File: config.mk
export PLATFORM = sky130hd
export DESIGN_NAME = data_inf_frame_arbiter
export DESIGN_NICKNAME = d
export VERILOG_FILES = /design/src/rtl/data_arb_pkg.sv /design/src/rtl/rr_arbiter_core.sv /design/src/rtl/data_inf_frame_arbiter.sv
export SDC_FILE = /design/constraint.sdc
export NUM_CORES = 1
export LEC_CHECK = 0
export BUFFER_PORTS_ARGS = -buffer_cell sky130_fd_sc_hd__buf_2
export CAP_MARGIN = 5
export CORE_MARGIN = 3
export CORE_UTILIZATION = 40
export CTS_CLUSTER_DIAMETER = 30
export DETAILED_ROUTE_END_ITERATION = 10
export GPL_TIMING_DRIVEN = 0
export PLACE_DENSITY = 0.72
export SYNTH_ARGS = -nofsm -noshare
export SYNTH_HDL_FRONTEND = slang
export SYNTH_SLANG_ARGS = --single-unit
File: constraint.sdc
create_clock -name clock -period 8.8 [get_ports clock]
set_clock_uncertainty 0.15 [all_clocks]
set_input_delay 0.44 -clock clock [delete_from_list [all_inputs] [get_ports clock]]
set_output_delay 0.44 -clock clock [all_outputs]
set_load 0.1 [all_outputs]
File: src/rtl/data_arb_pkg.sv
// Shared types and the round-robin pick helper for the frame-locking data arbiter.
package data_arb_pkg;

  typedef enum logic {ARB_IDLE = 1'b0, ARB_LOCK = 1'b1} arb_state_e;

  localparam int unsigned RR_MAX_NUM = 16;
  localparam int unsigned RR_IDX_W   = 4;

  // First set request at or after ptr, scanning upward with wrap. Callers zero-pad
  // requests above their own NUM, so wrapping at RR_MAX_NUM equals wrapping at NUM.
  function automatic logic [RR_MAX_NUM-1:0] rr_pick(input logic [RR_MAX_NUM-1:0] req,
                                                   input logic [RR_IDX_W-1:0]   ptr);
    logic [RR_MAX_NUM-1:0] onehot;
    logic [RR_IDX_W-1:0]   idx;
    logic                  found;
    onehot = '0;
    found  = 1'b0;
    for (int unsigned k = 0; k < RR_MAX_NUM; k++) begin
      idx = ptr + RR_IDX_W'(k);
      if (!found && req[idx]) begin
        onehot[idx] = 1'b1;
        found       = 1'b1;
      end
    end
    return onehot;
  endfunction

endpackage

File: src/rtl/rr_arbiter_core.sv
// Combinational round-robin picker: requests plus start pointer give a one-hot pick and its index.
module rr_arbiter_core
  import data_arb_pkg::*;
#(
  parameter int unsigned NUM = 4
) (
  input  logic [NUM-1:0]         req_i,
  input  logic [$clog2(NUM)-1:0] ptr_i,
  output logic [NUM-1:0]         onehot_o,
  output logic [$clog2(NUM)-1:0] index_o
);

  localparam int unsigned IDX_W = $clog2(NUM);

  logic [RR_MAX_NUM-1:0] req_pad;
  logic [RR_MAX_NUM-1:0] pick;

  always_comb begin
    req_pad          = '0;
    req_pad[NUM-1:0] = req_i;
    pick             = rr_pick(req_pad, RR_IDX_W'(ptr_i));
    onehot_o         = pick[NUM-1:0];
    index_o          = '0;
    for (int unsigned k = 0; k < RR_MAX_NUM; k++) begin
      if (pick[k]) index_o = IDX_W'(k);
    end
  end

endmodule

File: src/rtl/data_inf_frame_arbiter.sv
// Frame-locking round-robin arbiter sharing one valid/ready/last write channel among NUM requesters,
// with an optional watchdog that drops a grant whose owner stalls mid-frame.
module data_inf_frame_arbiter
  import data_arb_pkg::*;
#(
  parameter int unsigned NUM       = 4,
  parameter int unsigned DSIZE     = 8,
  parameter int unsigned STALL_MAX = 0
) (
  input  logic                   clock,
  input  logic                   rst_n,
  input  logic [NUM-1:0]         s_valid,
  input  logic [NUM*DSIZE-1:0]   s_data,
  input  logic [NUM-1:0]         s_last,
  output logic [NUM-1:0]         s_ready,
  output logic                   m_valid,
  output logic [DSIZE-1:0]       m_data,
  output logic                   m_last,
  input  logic                   m_ready,
  output logic [NUM-1:0]         grant,
  output logic                   busy,
  output logic                   stall_abort,
  output logic [$clog2(NUM)-1:0] abort_id
);

  localparam int unsigned IDX_W = $clog2(NUM);
  localparam int unsigned CNT_W = (STALL_MAX > 0) ? $clog2(STALL_MAX + 1) : 1;
  localparam logic [CNT_W-1:0] STALL_LIM = CNT_W'(STALL_MAX);
  localparam bit WD_EN = (STALL_MAX > 0);

  localparam logic [0:0] ST_IDLE = ARB_IDLE;
  localparam logic [0:0] ST_LOCK = ARB_LOCK;

  logic [0:0]       state_q, state_d;
  logic [NUM-1:0]   grant_q, grant_d;
  logic [IDX_W-1:0] owner_q, owner_d;
  logic [IDX_W-1:0] rr_ptr_q, rr_ptr_d;
  logic [CNT_W-1:0] stall_cnt_q, stall_cnt_d;
  logic             stall_abort_q, stall_abort_d;
  logic [IDX_W-1:0] abort_id_q, abort_id_d;

  logic [NUM-1:0]   pick_onehot;
  logic [IDX_W-1:0] pick_idx;
  logic [IDX_W-1:0] rr_next;
  logic             last_hs;

  rr_arbiter_core #(.NUM(NUM)) u_pick (
    .req_i    (s_valid),
    .ptr_i    (rr_ptr_q),
    .onehot_o (pick_onehot),
    .index_o  (pick_idx)
  );

  // Pass-through mux from the locked owner; everything inactive while idle.
  always_comb begin
    s_ready = '0;
    m_valid = 1'b0;
    m_last  = 1'b0;
    m_data  = '0;
    if (state_q == ST_LOCK) begin
      s_ready = grant_q & {NUM{m_ready}};
      m_valid = |(s_valid & grant_q);
      m_last  = |(s_last & grant_q);
      for (int unsigned k = 0; k < NUM; k++) begin
        if (grant_q[k]) m_data = m_data | s_data[k*DSIZE +: DSIZE];
      end
    end
  end

  assign last_hs = m_valid & m_ready & m_last;
  // Explicit wrap so non-power-of-two NUM never lands on a missing requester.
  assign rr_next = (owner_q == IDX_W'(NUM - 1)) ? '0 : owner_q + IDX_W'(1);

  always_comb begin
    state_d       = state_q;
    grant_d       = grant_q;
    owner_d       = owner_q;
    rr_ptr_d      = rr_ptr_q;
    stall_cnt_d   = stall_cnt_q;
    stall_abort_d = 1'b0;
    abort_id_d    = abort_id_q;
    case (state_q)
      ST_IDLE: begin
        if (|s_valid) begin
          state_d     = ST_LOCK;
          grant_d     = pick_onehot;
          owner_d     = pick_idx;
          stall_cnt_d = '0;
        end
      end
      default: begin
        if (last_hs) begin
          state_d  = ST_IDLE;
          grant_d  = '0;
          rr_ptr_d = rr_next;
        end else if (WD_EN && !m_valid) begin
          if (stall_cnt_q == STALL_LIM) begin
            state_d       = ST_IDLE;
            grant_d       = '0;
            rr_ptr_d      = rr_next;
            stall_abort_d = 1'b1;
            abort_id_d    = owner_q;
            stall_cnt_d   = '0;
          end else begin
            stall_cnt_d = stall_cnt_q + CNT_W'(1);
          end
        end else begin
          stall_cnt_d = '0;
        end
      end
    endcase
  end

  always_ff @(posedge clock or negedge rst_n) begin
    if (!rst_n) begin
      state_q       <= ST_IDLE;
      grant_q       <= '0;
      owner_q       <= '0;
      rr_ptr_q      <= '0;
      stall_cnt_q   <= '0;
      stall_abort_q <= 1'b0;
      abort_id_q    <= '0;
    end else begin
      state_q       <= state_d;
      grant_q       <= grant_d;
      owner_q       <= owner_d;
      rr_ptr_q      <= rr_ptr_d;
      stall_cnt_q   <= stall_cnt_d;
      stall_abort_q <= stall_abort_d;
      abort_id_q    <= abort_id_d;
    end
  end

  assign grant       = grant_q;
  assign busy        = (state_q == ST_LOCK);
  assign stall_abort = stall_abort_q;
  assign abort_id    = abort_id_q;

endmodule
# After elaboration in Yosys (flattened, before gate mapping)
# Index checks and enable logic that the tools add are counted.
# classes
n_mux	128
order_cmp	32
n_addsub	16
eq_ne	2
bitwise	24
n_reduce_logical	53
# op_table
cell	n
$mux W16	15
$or A16 B16 Y16	15
$lt A4 B5 Y1 const B	15
$mux W8	8
$bmux W1 S4	15
$demux W1 S4	15
$ge A4 B1 Y1 const B	15
$mux W1	53
$logic_and A1 B1 Y1	31
$mux W2	15
$or A8 B8 Y8	3
$mux W4	5
$add A2 B3 Y4 const B	4
$add A2 B4 Y4 const B	4
$logic_not A1 Y1	15
$and A4 B4 Y4	3
$reduce_or A4 Y1	3
$add A3 B3 Y4 const B	2
$add A2 B2 Y3 const B	2
$reduce_and A2 Y1	3
$lt A2 B5 Y1 const B	1
$add A3 B1 Y4 const B	1
$add A3 B2 Y4 const B	1
$add A2 B1 Y3 const B	1
other kinds (9)	10
# totals
reg_bits	9
elab_cells	259

# Longest topological paths before layout
# logic_depth
word_depth	63
mapped_depth	11

# Cells and area by module
# Synthesis repeated with hierarchy kept, for this count alone.
# unflattened
hier_cells	163
area_unflattened_um2	1422.6
# by_module_without_submodules
mod	instances	seq_area_each_um2	area_per_inst_um2	cells_per_inst
rr_arbiter_core	1	0.0	720.7	90
data_inf_frame_arbiter	1	225.2	701.9	73

# Least setup slack after synthesis
# OpenSTA, ideal clock, no wires.
# synth_path
kind	reg2reg
from	register grant_q[0], in the netlist grant[0]
to	register grant_q[0], in the netlist grant[0]
setup_slack_ns	5.204
setup_ns	0.133
period_less_slack_ns	3.596
arrival_time_ns	3.313
path_stages_with_launch	6
required_ns	8.517
n_path_buf	1
cell_sequence	dfrtp_1 a22oi_1 a21oi_1 and3_1 buf_1 o21ai_0
# synth_via
word_cells_on_any_way	10
cone_classes	1 x eq/ne; 2 x mux; 4 x bitwise; 3 x reduce/logical
# synth_rtl
element	line	rtl
start, declared	data_inf_frame_arbiter.sv:35	logic [NUM-1:0] grant_q, grant_d;
start signal, assigned	data_inf_frame_arbiter.sv:125	grant_q <= grant_d;
$and A4 B4 Y4	data_inf_frame_arbiter.sv:63	m_last = |(s_last & grant_q);
$reduce_or A4 Y1	data_inf_frame_arbiter.sv:63	
$mux W1	data_inf_frame_arbiter.sv:60	if (state_q == ST_LOCK) begin
via m_last	data_inf_frame_arbiter.sv:18	output logic m_last,
$and A1 B1 Y1	data_inf_frame_arbiter.sv:70	assign last_hs = m_valid & m_ready & m_last;
$ne A2 B1 Y1 (no line)	--	
$reduce_and A2 Y1 (no line)	--	
# The timed path passes the listed nets, and every way through them passes these cells.
# A chain may end at the register's enable or synchronous reset.

# Worst setup path after layout
# layout_path
from	register rr_ptr_q[1]
to	register owner_q[0]
# layout_via
elab_chain_len	63
word_cells_on_any_way	218
cone_classes	15 x add/sub; 32 x order compare; 110 x mux; 15 x bitwise; 46 x reduce/logical
# layout_rtl
element	line	rtl
start, declared	data_inf_frame_arbiter.sv:37	logic [IDX_W-1:0] rr_ptr_q, rr_ptr_d;
start signal, assigned	data_inf_frame_arbiter.sv:127	rr_ptr_q <= rr_ptr_d;
branches (longest 47 deep; another with $lt A4 B5 Y1)	--	
$mux W16 *	data_arb_pkg.sv:20	if (!found && req[idx]) begin
$mux W1	rr_arbiter_core.sv:25	if (pick[k]) index_o = IDX_W'(k);
$mux W2 (13 in a row)	rr_arbiter_core.sv:25	
$mux W2 *	rr_arbiter_core.sv:25	
end signal, assigned	data_inf_frame_arbiter.sv:126	owner_q <= owner_d;
end, declared	data_inf_frame_arbiter.sv:36	logic [IDX_W-1:0] owner_q, owner_d;
# Mark *: on every way between the ends. The select of a mux whose other input is x is not followed.

==> run_results.csv <==
group,metric,value,unit
global_routing,grt_usage,0.208,
setup_path,path_cells,"inv_1 -> ha_1 -> buf_4 -> mux2i_1 -> o22ai_1 -> nor3b_2 -> nand2_1 -> o211a_1 -> or2_0 -> a31oi_1",
synthesis,synth_top_cell_area_share,0.170,
status,status,"finished clean",
synthesis,synth_common_cells,"a22oi_1, a21oi_1, nand2_1",
setup_path,r2r-end,"owner_q[0]",
clock_tree,cts_made_buffers,3,
clock_tree,cts-hold-fix-buffers,1,
worst_hold_path,min_path_type,"primary input to asynchronous set/reset pin",
timing,holdWs,0.399,ns
synthesis,synth_top_area_cell,"dfrtp_1",
timing,maxSlewViolCount,0,
clock_tree,clock-sinks,9,
timing,hold_viol,0,
clock_tree,clk_pin_slew_worst_paths,0.07,ns
synthesis,synthMostInstantiatedCell,"a22oi_1",
timing,relSlewSlack,0.512,
synthesis,ys_ff_latch,9,
timing,rsz0062_at_grt,"false",
detailed_routing,post_drt_wl_per_cell,15.1,um
detailed_routing,drt-initial-drc-count,82,
floorplan,dieArea,4030,sq um
setup_path,cpLargestDelayFamily,"simple AND/OR/NAND/NOR gates",
synthesis,synthDistinctLibCells,43,
flow_run,cap_violations,0,
synthesis,syn_area,1320,sq um
clock_tree,cts.htree.levels,1,
setup_path,critPathKind,"flop to flop",
floorplan,die_x,63.5,um
global_routing,antenna_found_initial,0,
layout,final_area,1730,sq um
clock_tree,cts_buffer_depth,2,
setup_path,required,8.83,ns
global_routing,grt_pass1_wl,6930,um
clock_tree,clock-root-buffer,"clkbuf_4",
placed_design,place_area,1690,sq um
setup_path,crit_fanout,11,
setup_path,end_kind,"flop",
placed_design,hpwl,3350,um
placed_design,preCtsSetupSlack,5.30,ns
timing,finalSetupViolations,0,
clock_tree,post_cts_buffers,0,
synthesis,syn_inst,166,
placed_design,place_congestion,0.938,
floorplan,pin_count,65,
floorplan,core_area,3100,sq um
setup_path,slowest_delay,0.59,ns
floorplan,die_h,63.5,um
synthesis,ys_seq_area_frac,0.170,
layout,n_antenna_cell,0,
clock_tree,clk_latency,0.26,ns
floorplan,initial_core_util,0.426,
layout,drive_above_1_share,0.359,
detailed_routing,ant_nets,0,
setup_path,start_kind,"flop",
synthesis,ys_warn_count,0,
layout,fin_nets,287,
detailed_routing,drt-total-wl,4190,um
clock_tree,cts_tree,"yes",
synthesis,syn_area_per_cell,7.97,sq um
clock_tree,cts_resized,0,
setup_path,crit_arrival,3.63,ns
layout,seqCellArea,225,sq um
synthesis,synth_area_leaders,"dfrtp_1, a22oi_1, ha_1, a21oi_1, mux2i_1",
floorplan,num_rows,20,
setup_path,worst-r2r-setup-slack,5.20,ns
global_routing,first_global_vias,1547,
global_routing,grt-ovfl-total,0,
detailed_routing,vias,1589,
detailed_routing,avgViaCountPerCell,5.72,
timing,period_share,0.409,
setup_path,cp_slowest_cell,"dfrtp_1",
global_routing,grt_max_degree,12,
synthesis,synth_edf_count,0,
layout,fillers,326,
detailed_routing,drc,0,
placed_design,io_buffers,61,
timing,fin_crit,3.60,ns
timing,worst_pin_slew,0.725,ns
setup_path,rr_worst_depth,10,
setup_path,path_buf_inv,2,
timing,setup_ws,5.20,ns
layout,area_delta_synth_final,30.7,%
detailed_routing,firstDrtPassIters,4,
layout,multiInputGateArea,1020,sq um
synthesis,synthFlopType,"dfrtp_1",
timing,finalSetupTns,0,ns
timing,max_clock_freq,0.278,GHz
setup_path,rr_startpoint,"rr_ptr_q[1]",
synthesis,async_reset_ff_frac,1.00,
==> metal layers <==
metal  up-vias  part of all wire  global-route usage
li1        779                 -                   -
met1       724              0.41               0.256
met2        82              0.48               0.356
met3         4             0.097              0.0357
met4         0            0.0091              0.0809
met5         -                 0                   0
==> worst reg2reg max path: cells and delay by family, from the launching register on <==
kind	cells	cell delay (ns)
simple gates	3	0.90
fa+ha+maj	1	0.36
buf+inv	2	0.49
mux	1	0.17
compound gates	3	0.87
flops	1	0.59
==> worst max path at each step <==
stage,end,startpoint,depth (start not counted)
after global routing,owner_q[0],rr_ptr_q[1],10
final,owner_q[0],rr_ptr_q[1],10
after global placement,owner_q[0],rr_ptr_q[1],10
after CTS,owner_q[0],rr_ptr_q[1],10
after floorplan,grant[0],grant[0],5
after detailed placement,owner_q[0],rr_ptr_q[1],10
==> final cells by class <==
cell class | count | area share
Multi-Input combinational cell | 141 | 0.589
Buffer | 13 | 0.0398
Inverter | 5 | 0.0109
Sequential cell | 9 | 0.130
Timing Repair Buffer | 62 | 0.182
Clock inverter | 1 | 0.00290
Tap cell | 44 | 0.0319
Clock buffer | 3 | 0.0130
==> cells in the final DEF (no fill, tap or decap), types with 5 or more instances in the layout <==
| cell | Yosys | routed |
|---|---|---|
| mux2i_1 | 7 | 7 |
| inv_1 | 5 | 5 |
| ha_1 | 9 | 9 |
| clkbuf_1 | 6 | 6 |
| o21ai_0 | 11 | 11 |
| buf_4 | 5 | 5 |
| nor2_1 | 9 | 9 |
| a21oi_1 | 16 | 16 |
| nand2_1 | 15 | 15 |
| dfrtp_1 | 9 | 9 |
| a22oi_1 | 23 | 23 |
| buf_2 | 0 | 61 |
| and3_1 | 6 | 6 |
==> flip-flops by register name (all words and copies together), names as in the netlist <==
register,flops
grant,4
owner_q,2
rr_ptr_q,2
busy,1
==> metrics by stage <==
stage / std cells / utilization
finish: 278 / 0.557
global route: 278 / 0.557
CTS: 278 / 0.557
detailed placement: 273 / 0.545
global placement: 273 / 0.545
floorplan: 168 / -
==> logic make-up (layout without fill, tap and decap cells) <==
group | count (synthesis) | count (layout) | synth area share
other | 1 | 3 | 0.00284
adder cells (fa/ha/maj) | 9 | 9 | 0.0851
AND/OR/NAND/NOR | 48 | 48 | 0.195
buffers and inverters | 18 | 84 | 0.0662
multiplexers | 11 | 11 | 0.0984
AO/OA/AOI/OAI | 70 | 70 | 0.382
flip-flops | 9 | 9 | 0.170
Power is left out: the tool's default activity adds up to more than one toggle a clock period on the data nets, which glitch-free logic cannot reach.
